### src/rtl/lcd_frame_reader_pkg.sv
// -----------------------------------------------------------------------------
// lcd_frame_reader_pkg
// Shared definitions for the LCD-side frame reader:
//   - ADDR_W       : byte address width of the 32 KB image buffer read port
//   - state_t      : reader FSM encoding (IDLE / FETCH / DRAIN)
//   - bar_colour() : RGB565 colour of each of the 8 test-pattern bars
// -----------------------------------------------------------------------------
package lcd_frame_reader_pkg;

  localparam int ADDR_W = 15;

  typedef enum logic [1:0] {
    ST_IDLE  = 2'd0,
    ST_FETCH = 2'd1,
    ST_DRAIN = 2'd2
  } state_t;

  // Bars left to right: white, yellow, cyan, green, magenta, red, blue, black.
  function automatic logic [15:0] bar_colour(input logic [2:0] idx);
    logic [15:0] c;
    case (idx)
      3'd0:    c = 16'hFFFF;
      3'd1:    c = 16'hFFE0;
      3'd2:    c = 16'h07FF;
      3'd3:    c = 16'h07E0;
      3'd4:    c = 16'hF81F;
      3'd5:    c = 16'hF800;
      3'd6:    c = 16'h001F;
      default: c = 16'h0000;
    endcase
    return c;
  endfunction

endpackage

### src/rtl/lcd_frame_reader_pix_fifo.sv
// -----------------------------------------------------------------------------
// pix_fifo
// 4-entry x 18-bit first-word-fall-through FIFO holding {pixel, sof, eol}.
// Ports:
//   clk, rst  : clock, synchronous active-high reset
//   wr_en     : push wr_data (the caller guarantees there is room)
//   wr_data   : {pix[15:0], sof, eol}
//   rd_en     : pop the head entry (the caller guarantees it is non-empty)
//   rd_data   : head entry, valid whenever count != 0
//   count     : current occupancy 0..4
// -----------------------------------------------------------------------------
module pix_fifo (
  input  logic        clk,
  input  logic        rst,
  input  logic        wr_en,
  input  logic [17:0] wr_data,
  input  logic        rd_en,
  output logic [17:0] rd_data,
  output logic [2:0]  count
);

  logic [17:0] mem [4];
  logic [1:0]  wr_ptr;
  logic [1:0]  rd_ptr;

  always_ff @(posedge clk) begin
    if (rst) begin
      wr_ptr <= '0;
      rd_ptr <= '0;
      count  <= '0;
      // NOTE: the storage is reset too, so the head word (and hence pix_data,
      // pix_sof, pix_eol) reads as zero out of reset; only 4 words, so cheap.
      for (int i = 0; i < 4; i++) mem[i] <= '0;
    end else begin
      if (wr_en) begin
        mem[wr_ptr] <= wr_data;
        wr_ptr      <= wr_ptr + 2'd1;
      end
      if (rd_en) rd_ptr <= rd_ptr + 2'd1;
      count <= count + {2'b00, wr_en} - {2'b00, rd_en};
    end
  end

  assign rd_data = mem[rd_ptr];

endmodule

### src/rtl/lcd_frame_reader.sv
// -----------------------------------------------------------------------------
// lcd_frame_reader
// Streams one stored frame out of the image buffer as RGB565 pixels.
// Pixel n lives at BASE_ADDR+2n (high byte) and BASE_ADDR+2n+1 (low byte).
// Optional feature macro: LCD_READER_TESTPAT_EN adds input test_mode, which
// (sampled at frame_start) replaces pixel data by 8 vertical colour bars.
// Ports:
//   clk, rst          : sole clock, synchronous active-high reset
//   frame_start       : one-cycle request to stream a frame (ignored if busy)
//   bram_addr/data    : buffer read port, data valid the cycle after address
//   pix_data/valid/ready, pix_sof, pix_eol : pixel stream to LCD controller
//   busy              : frame in progress
//   frame_done        : pulse after the final pixel is accepted
// -----------------------------------------------------------------------------
module lcd_frame_reader
  import lcd_frame_reader_pkg::*;
#(
  parameter int                IMG_W     = 160,
  parameter int                IMG_H     = 100,
  parameter logic [ADDR_W-1:0] BASE_ADDR = '0
) (
  input  logic              clk,
  input  logic              rst,
  input  logic              frame_start,
`ifdef LCD_READER_TESTPAT_EN
  input  logic              test_mode,
`endif
  output logic [ADDR_W-1:0] bram_addr,
  input  logic [7:0]        bram_data,
  output logic [15:0]       pix_data,
  output logic              pix_valid,
  input  logic              pix_ready,
  output logic              pix_sof,
  output logic              pix_eol,
  output logic              busy,
  output logic              frame_done
);

  localparam int          XW        = (IMG_W > 1) ? $clog2(IMG_W) : 1;
  localparam int          YW        = (IMG_H > 1) ? $clog2(IMG_H) : 1;
  localparam logic [15:0] LAST_BYTE = 16'(IMG_W * IMG_H * 2 - 1);

  state_t          state;
  logic [15:0]     rd_cnt;     // index of the byte currently on bram_addr
  logic            rd_vld;     // bram_data carries a requested byte this cycle
  logic            have_hi;    // pairing register holds a high byte
  logic [7:0]      hi_q;
  logic [2:0]      inflight;   // pixels with a byte in flight or awaiting pair
  logic [XW-1:0]   x;
  logic [YW-1:0]   y;

  logic [2:0]      fifo_count;
  logic [17:0]     fifo_rd;
  logic [15:0]     pix_word;
  logic            issue, hi_issue, pair_wr, pix_fire, last_accept;

  // Credit covers both FIFO entries and pixels still being assembled, so a
  // pixel is only started if it is guaranteed a FIFO slot on arrival.
  assign issue       = (state == ST_FETCH) &&
                       (({1'b0, fifo_count} + {1'b0, inflight}) < 4'd4);
  assign hi_issue    = issue && !rd_cnt[0];
  assign pair_wr     = rd_vld && have_hi;
  assign pix_fire    = pix_valid && pix_ready;
  // In DRAIN nothing else is outstanding once the FIFO holds one pixel and
  // inflight is zero, so that pixel is the last of the frame.
  assign last_accept = (state == ST_DRAIN) && pix_fire &&
                       (fifo_count == 3'd1) && (inflight == 3'd0);

`ifdef LCD_READER_TESTPAT_EN
  localparam int BAR_W = (IMG_W >= 8) ? IMG_W / 8 : 1;
  logic       test_mode_q;
  logic [2:0] bar_idx;

  always_comb begin
    bar_idx = 3'd7;
    if ((int'(x) / BAR_W) < 8) bar_idx = 3'(int'(x) / BAR_W);
    pix_word = test_mode_q ? bar_colour(bar_idx) : {hi_q, bram_data};
  end
`else
  assign pix_word = {hi_q, bram_data};
`endif

  always_ff @(posedge clk) begin
    if (rst) begin
      state      <= ST_IDLE;
      bram_addr  <= BASE_ADDR;
      rd_cnt     <= '0;
      rd_vld     <= 1'b0;
      have_hi    <= 1'b0;
      hi_q       <= '0;
      inflight   <= '0;
      x          <= '0;
      y          <= '0;
      busy       <= 1'b0;
      frame_done <= 1'b0;
`ifdef LCD_READER_TESTPAT_EN
      test_mode_q <= 1'b0;
`endif
    end else begin
      frame_done <= 1'b0;
      rd_vld     <= issue;
      inflight   <= inflight + {2'b00, hi_issue} - {2'b00, pair_wr};

      // Pairing stage: first returned byte is high, second completes a pixel.
      if (rd_vld) begin
        if (!have_hi) begin
          hi_q    <= bram_data;
          have_hi <= 1'b1;
        end else begin
          have_hi <= 1'b0;
          if (x == XW'(IMG_W - 1)) begin
            x <= '0;
            y <= (y == YW'(IMG_H - 1)) ? '0 : y + 1'b1;
          end else begin
            x <= x + 1'b1;
          end
        end
      end

      case (state)
        ST_IDLE: begin
          // frame_done high means the previous frame ended this very edge.
          if (frame_start && !frame_done) begin
            state     <= ST_FETCH;
            busy      <= 1'b1;
            rd_cnt    <= '0;
            bram_addr <= BASE_ADDR;
            x         <= '0;
            y         <= '0;
            have_hi   <= 1'b0;
            inflight  <= '0;
`ifdef LCD_READER_TESTPAT_EN
            test_mode_q <= test_mode;
`endif
          end
        end
        ST_FETCH: begin
          if (issue) begin
            if (rd_cnt == LAST_BYTE) begin
              state <= ST_DRAIN;
            end else begin
              rd_cnt    <= rd_cnt + 16'd1;
              bram_addr <= bram_addr + 1'b1;
            end
          end
        end
        ST_DRAIN: begin
          if (last_accept) begin
            state      <= ST_IDLE;
            busy       <= 1'b0;
            frame_done <= 1'b1;
            bram_addr  <= BASE_ADDR;
          end
        end
        default: state <= ST_IDLE;
      endcase
    end
  end

  pix_fifo u_fifo (
    .clk     (clk),
    .rst     (rst),
    .wr_en   (pair_wr),
    .wr_data ({pix_word, (x == '0) && (y == '0), x == XW'(IMG_W - 1)}),
    .rd_en   (pix_fire),
    .rd_data (fifo_rd),
    .count   (fifo_count)
  );

  assign pix_valid = (fifo_count != 3'd0);
  assign pix_data  = fifo_rd[17:2];
  assign pix_sof   = fifo_rd[1];
  assign pix_eol   = fifo_rd[0];

endmodule
### config.mk
export PLATFORM = sky130hd
export DESIGN_NAME = lcd_frame_reader
export DESIGN_NICKNAME = d
export VERILOG_FILES = /design/src/rtl/lcd_frame_reader_pkg.sv /design/src/rtl/lcd_frame_reader_pix_fifo.sv /design/src/rtl/lcd_frame_reader.sv
export SDC_FILE = /design/constraint.sdc
export NUM_CORES = 1
export LEC_CHECK = 0
export BUFFER_PORTS_ARGS = -buffer_cell sky130_fd_sc_hd__buf_4
export CORE_MARGIN = 2
export CORE_UTILIZATION = 40
export CTS_BUF_LIST = sky130_fd_sc_hd__clkbuf_2 sky130_fd_sc_hd__clkbuf_4 sky130_fd_sc_hd__clkbuf_8
export DETAILED_ROUTE_END_ITERATION = 16
export REMOVE_ABC_BUFFERS = 1
export SYNTH_ARGS = -nofsm -noshare
export SYNTH_HDL_FRONTEND = slang
export SYNTH_SLANG_ARGS = --single-unit
### constraint.sdc
create_clock -name clk -period 2.9 [get_ports clk]
set_input_delay 0.145 -clock clk [delete_from_list [all_inputs] [get_ports clk]]
set_output_delay 0.145 -clock clk [all_outputs]
set_load 0.05 [all_outputs]
* After elaboration in Yosys (flattened, before gate mapping) *
Memory sizes are Yosys's and may differ from the RTL's. A register that Yosys moved wholly into a read port is not among the register bits.
Cells that the tools add are included.

storage, ports and cells
  bits in registers = 70
  memory bits (writable) = 72
  output and inout port bits = 36
  memories = 1

operators by class
  add/subtract/negate cells = 11
  order comparisons = 1
  eq/ne operators = 11
  mux-type cells = 45
  bitwise logic cells = 2
  reduce and logical (&&, ||, !) cells = 26

memory list
  memory      words  bits a word  read ports  clocked after Yosys merged registers in  wr ports  line                             text
  u_fifo.mem  4      18           1           1                                        4         lcd_frame_reader_pix_fifo.sv:22  logic [17:0] mem [4];

operator list
  cell                   count
  $mux 15                4
  $mux 16                3
  $pmux 15 s3            1
  $mux 7                 6
  $mux 8                 5
  $pmux 16 s2            1
  $mux 18                1
  $reduce_or 18->1       1
  $add 16x1->16 const B  1
  $eq 16x15->1 const B   1
  $add 15x1->15 const B  1
  $mux 2                 7
  $mux 1                 13
  $logic_and 1x1->1      9
  $add 8x1->8 const B    1
  $eq 8x8->1 const B     1
  $logic_not 8->1        1
  $ne 2x2->1 const B     4
  $reduce_and 4->1       2
  $add 7x1->7 const B    1
  $eq 7x7->1 const B     1
  $logic_not 7->1        1
  $add 3x1->3            2
  $mux 3                 2
  other kinds (20)       26

* Logic depth before layout (Yosys ltp) *
  depth in word-level cells = 8
  depth in mapped cells = 12
  depth with buffers taken out = 11

* Cells and area by module *
From an unflattened synthesis, not the netlist that was laid out.

unflattened totals
  cell total of the unflattened synthesis = 570
  area, all modules = 6615.1 sq um

by module, submodules not included
  module            instances  cells an instance  area an instance (sq um)
  pix_fifo          1          213                3553.4
  lcd_frame_reader  1          357                3061.7

* Least setup slack after synthesis *
Ideal clock, no wire load.

  kind = register -> register
  from = register inflight[2]
  to = register inflight[2]
  arrival = 2.497 ns
  required time = 2.772 ns
  setup slack = 0.275 ns
  stages on the path, launching flop included = 13
  buffers on the path = 1
  cell sequence = dfxtp_1 > ha_1 > nor3_1 > and3_1 > clkbuf_1 > nand2b_1 > ha_1 > inv_1 > ha_1 > fa_1 > xnor2_1 > xnor2_1 > nor2_1

between the ends
  longest elaborated chain between the ends = 8

ends and longest elaborated chain
  item                    line                     text
  start, declared         lcd_frame_reader.sv:48   logic [2:0] inflight;
  start signal, assigned  lcd_frame_reader.sv:102  inflight <= inflight + {2'b00, hi_issue} - {2'b00, pair_wr};
  $add 3x3->4             lcd_frame_reader.sv:60   (({1'b0, fifo_count} + {1'b0, inflight}) < 4'd4);
  $lt 4x3->1              lcd_frame_reader.sv:60
  $logic_and 1x1->1       lcd_frame_reader.sv:59   assign issue = (state == ST_FETCH) &&
  $logic_and 1x1->1       lcd_frame_reader.sv:61   assign hi_issue = issue && !rd_cnt[0];
  $add 3x1->3 *           lcd_frame_reader.sv:102
  $sub 3x1->3 *           lcd_frame_reader.sv:102
  $mux 3                  lcd_frame_reader.sv:123  if (frame_start && !frame_done) begin
  $mux 3 *                lcd_frame_reader.sv:120  case (state)

Every way passes the cells marked *; elsewhere a longest branch is shown, timed or not.
A chain may end at the register's enable or synchronous reset.

* Final worst setup path *
  from = register u_fifo.count[2]
  to = register inflight[2]

between the ends
  longest elaborated chain between the ends = 8

ends and longest elaborated chain
  item                    line                             text
  start, declared         lcd_frame_reader_pix_fifo.sv:19  output logic [2:0] count
  start signal, assigned  lcd_frame_reader_pix_fifo.sv:40  count <= count + {2'b00, wr_en} - {2'b00, rd_en};
  $add 3x3->4 *           lcd_frame_reader.sv:60
  $lt 4x3->1 *            lcd_frame_reader.sv:60
  $logic_and 1x1->1 *     lcd_frame_reader.sv:59
  $logic_and 1x1->1 *     lcd_frame_reader.sv:61
  $add 3x1->3 *           lcd_frame_reader.sv:102
  $sub 3x1->3 *           lcd_frame_reader.sv:102
  $mux 3                  lcd_frame_reader.sv:123
  $mux 3 *                lcd_frame_reader.sv:120

Marks and branches as above.

==> impl_results.md <==
* NumNets Final at 674
* Min Hold Slack at 0.1698 ns
* Syn_area_per_cell at 11.11 um2
* P_leak at 2.809 nW
* Final core occ at 0.4771
* Yosys reg bits at 144
* Total global-route track usage at 0.1619
* Worst hold-check path type: in2reg
* Switching power at 1.490 mW
* WS Path Type: reg2reg
* Effective utilization at floorplan at 0.4066
* WP data arrival at 2.87 ns
* Synthesized instance count at 577
* Combinational fraction of design power at 0.236
* Final setup fails at 0
* Number of max-cap violations at 0
* Fin crit period at 2.552 ns
* Clock share of power at 0.295
* RSZ-0062 raised after global routing: false
* Port bufs at 47
* Die Span X at 130.6 um
* Most common cell after layout, fill and taps aside: nor2_1
* Longest Clk Path Bufs at 2
* Finished Cell Area at 7523 um2
* Worst Path Max Fanout at 4
* Critical Path Source Type: flop
* Routed wire length at 12,940 um
* Crit path capture type: flop
* YS warnings at 0
* Commonest non-fill, non-tap cells in the layout: nor2_1 (77), dfxtp_1 (72), edfxtp_1 (72)
* Area after DPL at 7058 um2
* Sw Ratio at 0.3070
* Sequential Area at 3603 um2
* Area grow syn2layout at 17.33%
* ANT nets after route at 0
* Multi-input combinational cell area at 2575 um2
* DRC at 0
* Area leader, netlist: edfxtp_1
* Sequential share of power at 0.469
* Yosys cell types at 49
* CTS tree: done
* Yosys top cell area share at 0.3372
* Post-DR wirelength/cell at 14.79 um
* Fmax at 0.3919 GHz
* Chip Height at 130.6 um
* Fillers at 1,472
* First-pass GRT wire length at 21,130 um
* Final Hold Viols at 0
* Tcrit/Tclk final at 0.8799
* Most Used Layer, Global Route: met2
* CORE AREA at 15,770 um2
* Fin. max-slew vios at 0
* Pre-CTS setup slack at 0.3441 ns
* Drt pass-1 iters at 4
* Share of cells above drive strength 1 at 0.1821
* Gp weighted congestion at 0.7882
* Post-DP HPWL at 8338 um
* H-tree lvl count at 4
* M3 GR Usage at 0.03990
* Site Rows at 46
* Total congestion overflow at 0
* Post-Syn Area at 6412 um2
* Vias per inst at 5.070
* Vias in the first global route at 4,390
* CTS root buf: clkbuf_8
* # diodes at 0
* Worst setup margin at 0.3484 ns
* Slew margin rel. at 0.4744
* Met2 Use GR at 0.2858
* Top_reg_cell synth: edfxtp_1
* Max rail drop VDD at 0.3010 mV
* Pin count of the biggest net entering global routing at 26
* CTS sink count at 144
* Clock transition at path regs at 0.08 ns
* Area contributors post-synth: edfxtp_1 (34%), dfxtp_1 (22%), mux4_2 (6.3%)
* Fraction of registers with async set/reset at 0
* CTS buffer count at 17
* Int Power at 3.364 mW
* Met1 Use GR at 0.1924
* Vias at 4,436
* Clk Latency, worst-skew pair at 0.44 ns
* Die area at 17,060 um2
* Power Dens Cells at 645.1 nW/um2
* Status: complete, no violations
* Critical Path RT at 3.22 ns
* Initial DRC Count at 116
* IO Count at 48
* Worst-margin pin slew at 0.7811 ns
* Setup TNS at 0 ns
* Final Skew at 0.01092 ns
* Initial antenna violation count at 0
* Post-synth EDFFs at 72
* Sequential share of the synthesized area at 0.5620
==> synthesized netlist by cell type (15+ instances only) <==
cell and instances:
xor2_1 15, dfxtp_1 72, nor2_1 77, a21oi_1 28
nand2_1 43, and2_1 24, inv_1 31, edfxtp_1 72
clkbuf_1 18, nand3_1 19, or3_1 15, mux4_2 18
==> per-stage QoR <==
stage / cells / power [mW]
floorplan: 552 / 3.138
global placement: 832 / 3.465
detailed placement: 832 / 3.474
CTS: 875 / 4.914
global route: 875 / 5.073
finish: 875 / 4.854
==> critical path, cell delays in order, from the launching register on <==
cell and delay, ns:
dfxtp_1 0.39, ha_1 0.25, nor3_1 0.27, and3_1 0.24, nand2b_1 0.07, ha_1 0.27, inv_1 0.04, ha_1 0.18
fa_1 0.37, xnor2_1 0.17, xnor2_1 0.14, nor2_1 0.05
==> layer usage <==
layer / vias up / part of all wire / routed length [um]
li1: 2195 / - / -
met1: 2161 / 0.44 / 5755
met2: 67 / 0.51 / 6655
met3: 13 / 0.031 / 396
met4: 0 / 0.011 / 138
met5: - / 0 / 0
==> flip-flops by register name (all words and copies together) (netlist names), named ones only <==
signal	cells
hi_q	8
u_fifo.wr_ptr	2
inflight	3
rd_vld	1
u_fifo.count	3
u_fifo.rd_ptr	2
have_hi	1
x	8
busy	1
y	7
u_fifo.mem	72
state	2
rd_cnt	16
bram_addr	15
frame_done	1
==> final cells by class <==
class	count	area share
clock inverters	11	0.01214
repair buffers	75	0.08016
well taps	216	0.03592
inverters	31	0.01547
clock buffers	21	0.03509
flip-flops and latches	144	0.4790
multi-input cells	377	0.3423
==> final timing paths <==
check	slack [ns]	cells after the start	startpoint	end
hold reg to reg	0.49	2	rd_cnt[1]	rd_cnt[1]
setup reg to reg	0.35	11	u_fifo.count[2]	inflight[2]
setup / recovery	0.35	11	u_fifo.count[2]	inflight[2]
hold / removal	0.17	4	pix_ready	flop
==> what timing repair did <==
action / CTS / global route
buffers inserted: 0 / 0
hold buffers: 11 / 0
hold endpoints to repair: 27 / 0
resized for setup: 0 / 0
==> power by group through the flow <==
stage | registers, mW | logic [mW] | clock network, mW
finish | 2.27 | 1.15 | 1.43
global route | 2.29 | 1.24 | 1.55
CTS | 2.27 | 1.17 | 1.47
detailed placement | 2.32 | 1.15 | 0
global placement | 2.32 | 1.15 | 0
floorplan | 2.38 | 0.754 | 0
==> logic make-up after synthesis <==
group	Yosys count	synth area share
compound gates	60	0.05795
xor+xnor	24	0.03278
fa+ha+maj	16	0.03356
buf+inv	56	0.03649
flops	144	0.5620
mux	27	0.07727
simple gates	250	0.2000
(Power assumes the default switching activity.)
